==> config.mk <==
export PLATFORM = sky130hd
export DESIGN_NAME = secuenciador_instr_flat
export DESIGN_NICKNAME = d
export VERILOG_FILES = /design/src/rtl/secuenciador_instr_if.sv /design/src/rtl/secuenciador_instr.sv /design/src/flat_wrapper.sv
export SDC_FILE = /design/constraint.sdc
export NUM_CORES = 1
export LEC_CHECK = 0
export CAP_MARGIN = 20
export CORE_MARGIN = 5
export CORE_UTILIZATION = 36
export CTS_BUF_LIST = sky130_fd_sc_hd__clkbuf_16
export DETAILED_ROUTE_END_ITERATION = 12
export SLEW_MARGIN = 20
export SYNTH_ARGS = -nofsm -noshare
export SYNTH_HDL_FRONTEND = slang
export SYNTH_SLANG_ARGS = --single-unit
export TNS_END_PERCENT = 20
==> constraint.sdc <==
create_clock -name clk -period 4.1 [get_ports clk]
set_input_delay 0.41 -clock clk [delete_from_list [all_inputs] [get_ports clk]]
set_output_delay 0.41 -clock clk [all_outputs]
set_load 0.01 [all_outputs]
==> src/rtl/secuenciador_instr_if.sv <==
// Sequencer bus: memory fetch handshake, decoder hand-off and status lines.
// With SECUENCIADOR_STEP_EN defined the bus also carries the single-step input.
interface secuenciador_instr_if #(
  parameter int PC_W = 5
);
  logic            start;
  logic            mem_ack;
  logic [7:0]      mem_data;
  logic [1:0]      flags;
  logic            done_in;
`ifdef SECUENCIADOR_STEP_EN
  logic            step;
`endif
  logic            mem_req;
  logic [PC_W-1:0] pc;
  logic [2:0]      inst;
  logic [1:0]      cond;
  logic            exec;
  logic            busy;
  logic            halted;
  logic            err;

  // Sequencer side: consumes memory/decoder responses, drives request and status.
  modport master (
    input  start,
    input  mem_ack,
    input  mem_data,
    input  flags,
    input  done_in,
`ifdef SECUENCIADOR_STEP_EN
    input  step,
`endif
    output mem_req,
    output pc,
    output inst,
    output cond,
    output exec,
    output busy,
    output halted,
    output err
  );

  // Environment side: program memory, control decoder and datapath flags.
  modport slave (
    output start,
    output mem_ack,
    output mem_data,
    output flags,
    output done_in,
`ifdef SECUENCIADOR_STEP_EN
    output step,
`endif
    input  mem_req,
    input  pc,
    input  inst,
    input  cond,
    input  exec,
    input  busy,
    input  halted,
    input  err
  );
endinterface

==> src/rtl/secuenciador_instr.sv <==
// secuenciador_instr: multi-cycle instruction sequencer for the 3-bit-opcode core.
// IDLE -> FETCH -> DECODE -> [EXEC] -> NEXT -> FETCH ..., HALT on opcode 000 or
// fetch timeout. Every output is a register loaded from the next-state decode.
// Optional feature macro: SECUENCIADOR_STEP_EN adds a WAIT state after NEXT that
// holds until bus.step is high (step in the NEXT cycle itself skips the wait).
module secuenciador_instr #(
  parameter int PC_W     = 5,
  parameter int RESET_PC = 0,
  parameter int TIMEOUT  = 15
) (
  input logic                  clk,
  input logic                  rst,
  secuenciador_instr_if.master bus
);

  localparam logic [2:0] S_IDLE   = 3'd0;
  localparam logic [2:0] S_FETCH  = 3'd1;
  localparam logic [2:0] S_DECODE = 3'd2;
  localparam logic [2:0] S_EXEC   = 3'd3;
  localparam logic [2:0] S_NEXT   = 3'd4;
  localparam logic [2:0] S_HALT   = 3'd5;
`ifdef SECUENCIADOR_STEP_EN
  localparam logic [2:0] S_WAIT   = 3'd6;
`endif

  localparam logic [2:0] OP_HALT = 3'b000;
  localparam logic [2:0] OP_JUMP = 3'b111;

  // Counter only has to reach TIMEOUT-1.
  localparam int              TO_W   = (TIMEOUT > 1) ? $clog2(TIMEOUT) : 1;
  localparam logic [PC_W-1:0] PC_RST = PC_W'(RESET_PC);

  // Architectural state
  logic [2:0]      state_q, state_d;
  logic [7:0]      ir_q, ir_d;
  logic [1:0]      flg_q, flg_d;
  logic [PC_W-1:0] pc_q, pc_d;
  logic            jump_q, jump_d;
  logic [TO_W-1:0] to_q, to_d;
  logic            err_q, err_d;

  // Registered outputs
  logic            mem_req_q, mem_req_d;
  logic [2:0]      inst_q, inst_d;
  logic [1:0]      cond_q, cond_d;
  logic            exec_q, exec_d;
  logic            busy_q, busy_d;
  logic            halted_q, halted_d;

  // Jump target: 5-bit operand zero-extended or truncated to the PC width.
  function automatic logic [PC_W-1:0] jump_target(input logic [4:0] operand);
    return PC_W'(operand);
  endfunction

  // Sequential increment, wrapping modulo 2^PC_W.
  function automatic logic [PC_W-1:0] pc_inc(input logic [PC_W-1:0] pc);
    return pc + PC_W'(1);
  endfunction

  // True on the last FETCH cycle allowed without an acknowledge.
  function automatic logic timeout_hit(input logic [TO_W-1:0] cnt);
    return (TIMEOUT != 0) && (cnt == TO_W'(TIMEOUT - 1));
  endfunction

  function automatic logic is_busy(input logic [2:0] st);
    logic b;
    b = (st == S_FETCH) || (st == S_DECODE) || (st == S_EXEC) || (st == S_NEXT);
`ifdef SECUENCIADOR_STEP_EN
    b = b || (st == S_WAIT);
`endif
    return b;
  endfunction

  // Next-state, instruction capture, PC management and fetch timeout.
  always_comb begin
    state_d = state_q;
    ir_d    = ir_q;
    flg_d   = flg_q;
    pc_d    = pc_q;
    jump_d  = jump_q;
    to_d    = to_q;
    err_d   = err_q;
    case (state_q)
      S_IDLE: begin
        if (bus.start) state_d = S_FETCH;
      end
      S_FETCH: begin
        // An acknowledge on the limit cycle still counts as a normal fetch.
        if (bus.mem_ack) begin
          ir_d    = bus.mem_data;
          flg_d   = bus.flags;
          to_d    = '0;
          state_d = S_DECODE;
        end else if (timeout_hit(to_q)) begin
          err_d   = 1'b1;
          to_d    = '0;
          state_d = S_HALT;
        end else begin
          to_d = to_q + TO_W'(1);
        end
      end
      S_DECODE: begin
        if (ir_q[7:5] == OP_HALT) state_d = S_HALT;
        else if (!bus.done_in)    state_d = S_NEXT;
        else                      state_d = S_EXEC;
      end
      S_EXEC: begin
        // The jump flag stops NEXT from incrementing over the new target.
        if (ir_q[7:5] == OP_JUMP) begin
          pc_d   = jump_target(ir_q[4:0]);
          jump_d = 1'b1;
        end
        state_d = S_NEXT;
      end
      S_NEXT: begin
        if (jump_q) jump_d = 1'b0;
        else        pc_d   = pc_inc(pc_q);
`ifdef SECUENCIADOR_STEP_EN
        state_d = bus.step ? S_FETCH : S_WAIT;
`else
        state_d = S_FETCH;
`endif
      end
`ifdef SECUENCIADOR_STEP_EN
      S_WAIT: begin
        if (bus.step) state_d = S_FETCH;
      end
`endif
      S_HALT: begin
        state_d = S_HALT;
      end
      default: begin
        state_d = S_IDLE;
      end
    endcase
  end

  // Output decode from the next state; the decoder sees 000/00 outside DECODE/EXEC.
  always_comb begin
    mem_req_d = (state_d == S_FETCH);
    exec_d    = (state_d == S_EXEC);
    halted_d  = (state_d == S_HALT);
    busy_d    = is_busy(state_d);
    inst_d    = '0;
    cond_d    = '0;
    if ((state_d == S_DECODE) || (state_d == S_EXEC)) begin
      inst_d = ir_d[7:5];
      cond_d = flg_d;
    end
  end

  // State and output registers with synchronous reset.
  always_ff @(posedge clk) begin
    if (rst) begin
      state_q   <= S_IDLE;
      ir_q      <= '0;
      flg_q     <= '0;
      pc_q      <= PC_RST;
      jump_q    <= 1'b0;
      to_q      <= '0;
      err_q     <= 1'b0;
      mem_req_q <= 1'b0;
      inst_q    <= '0;
      cond_q    <= '0;
      exec_q    <= 1'b0;
      busy_q    <= 1'b0;
      halted_q  <= 1'b0;
    end else begin
      state_q   <= state_d;
      ir_q      <= ir_d;
      flg_q     <= flg_d;
      pc_q      <= pc_d;
      jump_q    <= jump_d;
      to_q      <= to_d;
      err_q     <= err_d;
      mem_req_q <= mem_req_d;
      inst_q    <= inst_d;
      cond_q    <= cond_d;
      exec_q    <= exec_d;
      busy_q    <= busy_d;
      halted_q  <= halted_d;
    end
  end

  assign bus.mem_req = mem_req_q;
  assign bus.pc      = pc_q;
  assign bus.inst    = inst_q;
  assign bus.cond    = cond_q;
  assign bus.exec    = exec_q;
  assign bus.busy    = busy_q;
  assign bus.halted  = halted_q;
  assign bus.err     = err_q;

endmodule

==> src/flat_wrapper.sv <==
// flat-port wrapper written by rule: the top's interface ports become plain ports
module secuenciador_instr_flat 
#(
  parameter int PC_W     = 5,
  parameter int RESET_PC = 0,
  parameter int TIMEOUT  = 15
)
  (clk, rst, bus_start, bus_mem_ack, bus_mem_data, bus_flags, bus_done_in, bus_mem_req, bus_pc, bus_inst, bus_cond, bus_exec, bus_busy, bus_halted, bus_err);
  secuenciador_instr_if #(.PC_W(PC_W)) bus_i ();
  input logic clk;
  input logic rst;
  input wire logic [$bits(bus_i.start)-1:0] bus_start;
  input wire logic [$bits(bus_i.mem_ack)-1:0] bus_mem_ack;
  input wire logic [$bits(bus_i.mem_data)-1:0] bus_mem_data;
  input wire logic [$bits(bus_i.flags)-1:0] bus_flags;
  input wire logic [$bits(bus_i.done_in)-1:0] bus_done_in;
  output wire logic [$bits(bus_i.mem_req)-1:0] bus_mem_req;
  output wire logic [$bits(bus_i.pc)-1:0] bus_pc;
  output wire logic [$bits(bus_i.inst)-1:0] bus_inst;
  output wire logic [$bits(bus_i.cond)-1:0] bus_cond;
  output wire logic [$bits(bus_i.exec)-1:0] bus_exec;
  output wire logic [$bits(bus_i.busy)-1:0] bus_busy;
  output wire logic [$bits(bus_i.halted)-1:0] bus_halted;
  output wire logic [$bits(bus_i.err)-1:0] bus_err;
  assign bus_i.start = bus_start;
  assign bus_i.mem_ack = bus_mem_ack;
  assign bus_i.mem_data = bus_mem_data;
  assign bus_i.flags = bus_flags;
  assign bus_i.done_in = bus_done_in;
  assign bus_mem_req = bus_i.mem_req;
  assign bus_pc = bus_i.pc;
  assign bus_inst = bus_i.inst;
  assign bus_cond = bus_i.cond;
  assign bus_exec = bus_i.exec;
  assign bus_busy = bus_i.busy;
  assign bus_halted = bus_i.halted;
  assign bus_err = bus_i.err;
  secuenciador_instr #(.PC_W(PC_W), .RESET_PC(RESET_PC), .TIMEOUT(TIMEOUT)) u_core (.clk(clk), .rst(rst), .bus(bus_i));
endmodule
Word level (Yosys, flattened, before mapping)
Index checks and enable logic that the tools add are counted.
- logic and storage cells: 61
- RAM bits: 0
- memories kept: 0
- bits in latches: 0
- input port bits: 15
- memory bits (read-only): 0
- output and inout port bits: 15
- register bits: 33
- div/mod/pow operators: 0
- order comparisons: 0
- bitwise logic cells: 2
- multiplexer cells: 17
- reductions and logical operators: 12
- multipliers: 0
- equal/unequal tests: 14
- shifts and indexed selects: 0
- add/sub/neg operators: 2
- operators by type and width (operator ; count):
    $pmux W3 S6 ; 1
    $mux W8 ; 2
    $eq A3 B3 Y1 const B ; 5
    $mux W3 ; 5
    $eq A3 B2 Y1 const B ; 4
    $mux W5 ; 2
    $pmux W5 S2 ; 1
    $mux W4 ; 2
    $eq A3 B1 Y1 const B ; 2
    $logic_not A3 Y1 ; 2
    $reduce_and A3 Y1 ; 2
    $add A5 B1 Y5 const B ; 1
    $add A4 B1 Y4 const B ; 1
    $eq A4 B4 Y1 const B ; 1
    $logic_or A1 B1 Y1 ; 4
    $mux W2 ; 2
    $reduce_and A2 Y1 ; 2
    $ne A2 B1 Y1 const B ; 1
    $ne A2 B2 Y1 const B ; 1
    $not A1 Y1 ; 2
    $pmux W1 S2 ; 1
    $reduce_bool A2 Y1 ; 1
    $reduce_or A2 Y1 ; 1
    $mux W1 ; 1

Depth between registers and ports, before layout
- word-level depth: 8
- depth in mapped cells: 7
- mapped depth without buffers: 7

Worst setup path after synthesis
Ideal clock, no wire load.
- kind: register -> register
- start: register u_core.to_q[0]
- end: register u_core.busy_q, in the netlist u_core.bus.busy
- setup time: 0.132 ns
- data required time: 3.968 ns
- slack: 2.664 ns
- buffers on the path: 0
- cell stages (with the launch flop): 8
- data arrival time: 1.304 ns
- path through: dfxtp_1 -> inv_1 -> ha_1 -> nand3_1 -> nor2_1 -> o311ai_2 -> xnor2_1 -> a21oi_1
- word-level cells in the longest chain between the ends: 8
- RTL lines (element ; line ; text):
    start: declaration ; secuenciador_instr.sv:39 ; logic [TO_W-1:0] to_q, to_d;
    start signal: assignment ; secuenciador_instr.sv:174 ; to_q <= to_d;
    $eq A4 B4 Y1 (*) ; secuenciador_instr.sv:62 ; return (TIMEOUT != 0) && (cnt == TO_W'(TIMEOUT - 1));
    $mux W3 (*) ; secuenciador_instr.sv:94 ; end else if (timeout_hit(to_q)) begin
    $mux W3 (*) ; secuenciador_instr.sv:89 ; if (bus.mem_ack) begin
    $pmux W3 S6 (*) ; secuenciador_instr.sv:83 ; case (state_q)
    $eq A3 B1 Y1 or $eq A3 B2 Y1 (tied branches) ; secuenciador_instr.sv:67 ; b = (st == S_FETCH) || (st == S_DECODE) || (st == S_EXEC) || (st == S_NEXT);
    $logic_or A1 B1 Y1 (2 in series) ; secuenciador_instr.sv:67 ;
    $logic_or A1 B1 Y1 (*) ; secuenciador_instr.sv:67 ;
    end signal: assignment ; secuenciador_instr.sv:180 ; busy_q <= busy_d;
    end: declaration ; secuenciador_instr.sv:47 ; logic busy_q, busy_d;
Every way passes the cells marked *; elsewhere a longest branch is shown, timed or not.
A chain may end at the register's enable or synchronous reset.

Worst setup path in the final report
- start: register u_core.state_q[1]
- end: register u_core.pc_q[3], in the netlist u_core.bus.pc[3]
- word-level cells in the longest chain between the ends: 3
- RTL lines (element ; line ; text):
    start: declaration ; secuenciador_instr.sv:34 ; logic [2:0] state_q, state_d;
    start signal: assignment ; secuenciador_instr.sv:169 ; state_q <= state_d;
    $eq A3 B3 Y1 or $eq A3 B2 Y1 (tied branches) ; secuenciador_instr.sv:83 ;
    $ne A2 B2 Y1 (no line) (tied with other cells) ; n/a ;
    $reduce_and A3 Y1 (no line) ; n/a ;
    end signal: assignment ; secuenciador_instr.sv:172 ; pc_q <= pc_d;
    end: declaration ; secuenciador_instr.sv:37 ; logic [PC_W-1:0] pc_q, pc_d;
Several ways; a longest one is shown, not always the timed one.

==> results_dict.tcl <==
set metrics [dict create \
    diodes 0 \
    worstSetupEndpointType "flop" \
    setup_violations 0 \
    cts_made_buffers 5 \
    yosys.area.top_type "dfxtp_1" \
    via_per_inst 5.15 \
    p_per_area_nw_per_um2 429 \
    antenna_found_initial 0 \
    cts_sinks 33 \
    worst_pin_slew_ns 0.505 \
    wire_per_inst_um 13.5 \
    grt_pass1_vias 1190 \
    ys.flop_type "dfxtp_1" \
    post_synth_inst_count 152 \
    core_area_sq_um 3740 \
    totalWireLength_um 3110 \
    slowest_delay_ns 0.62 \
    finalSetupTns_ns 0 \
    ant_nets 0 \
    required_ns 4.22 \
    die_area_sq_um 5280 \
    drtPass1Iterations 4 \
    holdWs_ns 0.483 \
    synth.distinct_cells 38 \
    finalHoldViolations 0 \
    first_iter_violations 109 \
    syn_to_final_growth_pct 34.2 \
    maxCapViolations 0 \
    crit_path_cell_trace "nand4_2 -> o21ai_0 -> nand3_1 -> o21ai_0 -> a221oi_1" \
    post_cts_buffers 0 \
    worst_ep_arrival_time_ns 1.81 \
    use_met1 0.153 \
    leakage_nw 0.751 \
    grt_util_met2 0.195 \
    outcome "completed" \
    netlist_area_sq_um 1410 \
    final_cell_mix "33 x dfxtp_1, 31 x nor2_1, 29 x clkdlybuf4s50_1" \
    synth_warnings 0 \
    overflow 0 \
    critical_path_class "reg -> reg" \
    initial_core_util 0.378 \
    io_pins 30 \
    final-max-slew-violation-count 0 \
    fmax_ghz 0.591 \
    cp_common_cell "o21ai_0" \
    worst_ir_drop_vdd_mv 0.304 \
    finalCritPeriodShare 0.413 \
    cts.repair.resized 0 \
    grt_max_degree 27 \
    clock_path_buffers 2 \
    synth_top_area_share 0.467 \
    drive_above_1_share 0.0984 \
    fin_nets 200 \
    grt_pass1_wl_um 5220 \
    grt.busiest_layer "met2" \
    hp-class "reg -> reg" \
    dp_hpwl_um 2250 \
    row_count 22 \
    gp_congestion 0.783 \
    root_buffer "clkbuf_16" \
    finClkSkew_ns 0.00478 \
    synthesis.nets 170 \
    die_h_um 72.7 \
    synth-edff-count 0 \
    ys_seq_elements 33 \
    vias 1189 \
    synth_area_leaders "dfxtp_1 47%, mux2i_1 9.2%, nor2_1 8.2%, a21oi_1 3.5%, ha_1 2.7%" \
    path_max_fanout 13 \
    post-route-util 0.507 \
    drc 0 \
    start_kind "flop" \
    io_buffers 29 \
    clk_latency_ns 0.27 \
    place_inst 223 \
    grt.total_usage 0.125 \
    cts_tree "built" \
    final_cell_count_no_fill 231 \
    fin_crit_ns 1.69 \
    design_area_sq_um 1900 \
    hold_buffers 0 \
    synth-seq-area-share 0.467 \
    cts.htree.levels 2 \
    final_common_cell "dfxtp_1" \
    die_w_um 72.7 \
    async_flop_share 0 \
    use_met3 0.0441 \
    max_slew_margin 0.661 \
    clk_pin_slew_worst_paths_ns 0.05 \
    crit_slowest_cell "dfxtp_1" \
    avgSynthCellArea_sq_um 9.30 \
    grt_setup_unrepaired "no" \
    postPlaceCellArea_sq_um 1740 \
]
==> flip-flops by register name, indices dropped and copies added, names as in the netlist, 2 cells and up <==
name / cells
u_core.bus.pc: 5
u_core.state_q: 3
u_core.bus.inst: 3
u_core.ir_q: 8
u_core.flg_q: 2
u_core.bus.cond: 2
u_core.to_q: 4
==> path summary, 6_finish.rpt <==
kind                                                   start                            end  slack, ns  depth (start not counted)
worst max-delay path            u_core.state_q[1]$_SDFF_PP0_  u_core.bus.pc[3]$_SDFFE_PP0P_       2.41                          5
worst min-delay path             u_core.bus.err$_SDFFE_PP0P_    u_core.bus.err$_SDFFE_PP0P_       0.48                          2
worst min register to register   u_core.bus.err$_SDFFE_PP0P_    u_core.bus.err$_SDFFE_PP0P_       0.48                          2
worst max register to register  u_core.state_q[1]$_SDFF_PP0_  u_core.bus.pc[3]$_SDFFE_PP0P_       2.41                          5
==> worst max-delay path, delay by kind of cell (launching register included) <==
kind | cells | cell delay, ns
AO/OA/AOI/OAI | 3 | 0.55
AND/OR/NAND/NOR | 2 | 0.36
flip-flops | 1 | 0.62
==> layer usage <==
layer / part of all wire / wire [um]
met3: 0.065 / 201
met1: 0.45 / 1410
met4: 0.014 / 44
met5: 0 / 0
met2: 0.47 / 1460
==> stage by stage <==
step	total power (W)	setup WS [ns]
2_1_floorplan	0.000386	2.66
3_3_place_gp	0.000412	2.26
3_5_place_dp	0.000414	2.22
4_1_cts	0.000825	2.40
5_1_grt	0.000845	2.26
6_report	0.000813	2.41
==> layout make-up <==
class / instances / area [sq um]
Inverter: 4 / 15.0
Multi-Input combinational cell: 108 / 702
Clock inverter: 3 / 37.5
Fill cell: 375 / 1850
Tap cell: 48 / 60.1
Timing Repair Buffer: 30 / 298
Sequential cell: 33 / 661
Clock buffer: 5 / 125
==> cells in the mapped netlist, types with 2 or more instances <==
cell type,number
dfxtp_1,33
nor2_1,31
mux2i_1,13
a21oi_1,10
o21ai_0,6
nand2_1,5
nand3_1,5
inv_1,4
nand2b_1,4
and3_1,3
clkbuf_1,3
ha_1,3
nand3b_1,3
a221oi_1,2
buf_2,2
buf_4,2
nor3_1,2
==> where the power goes <==
part           switching (W)  leakage [nW]  internal (W)
Sequential        0.00000904         0.267      0.000331
Combinational      0.0000318         0.401     0.0000352
Clock               0.000125        0.0826      0.000282
==> kinds of logic after synthesis <==
logic type,count (synthesis),share of synthesized area
buf+inv,11,0.0363
mux,13,0.0920
simple gates,66,0.245
compound gates,25,0.127
fa+ha+maj,3,0.0266
xor+xnor,1,0.00620
flops,33,0.467
Power figures use the tool's default switching activity.
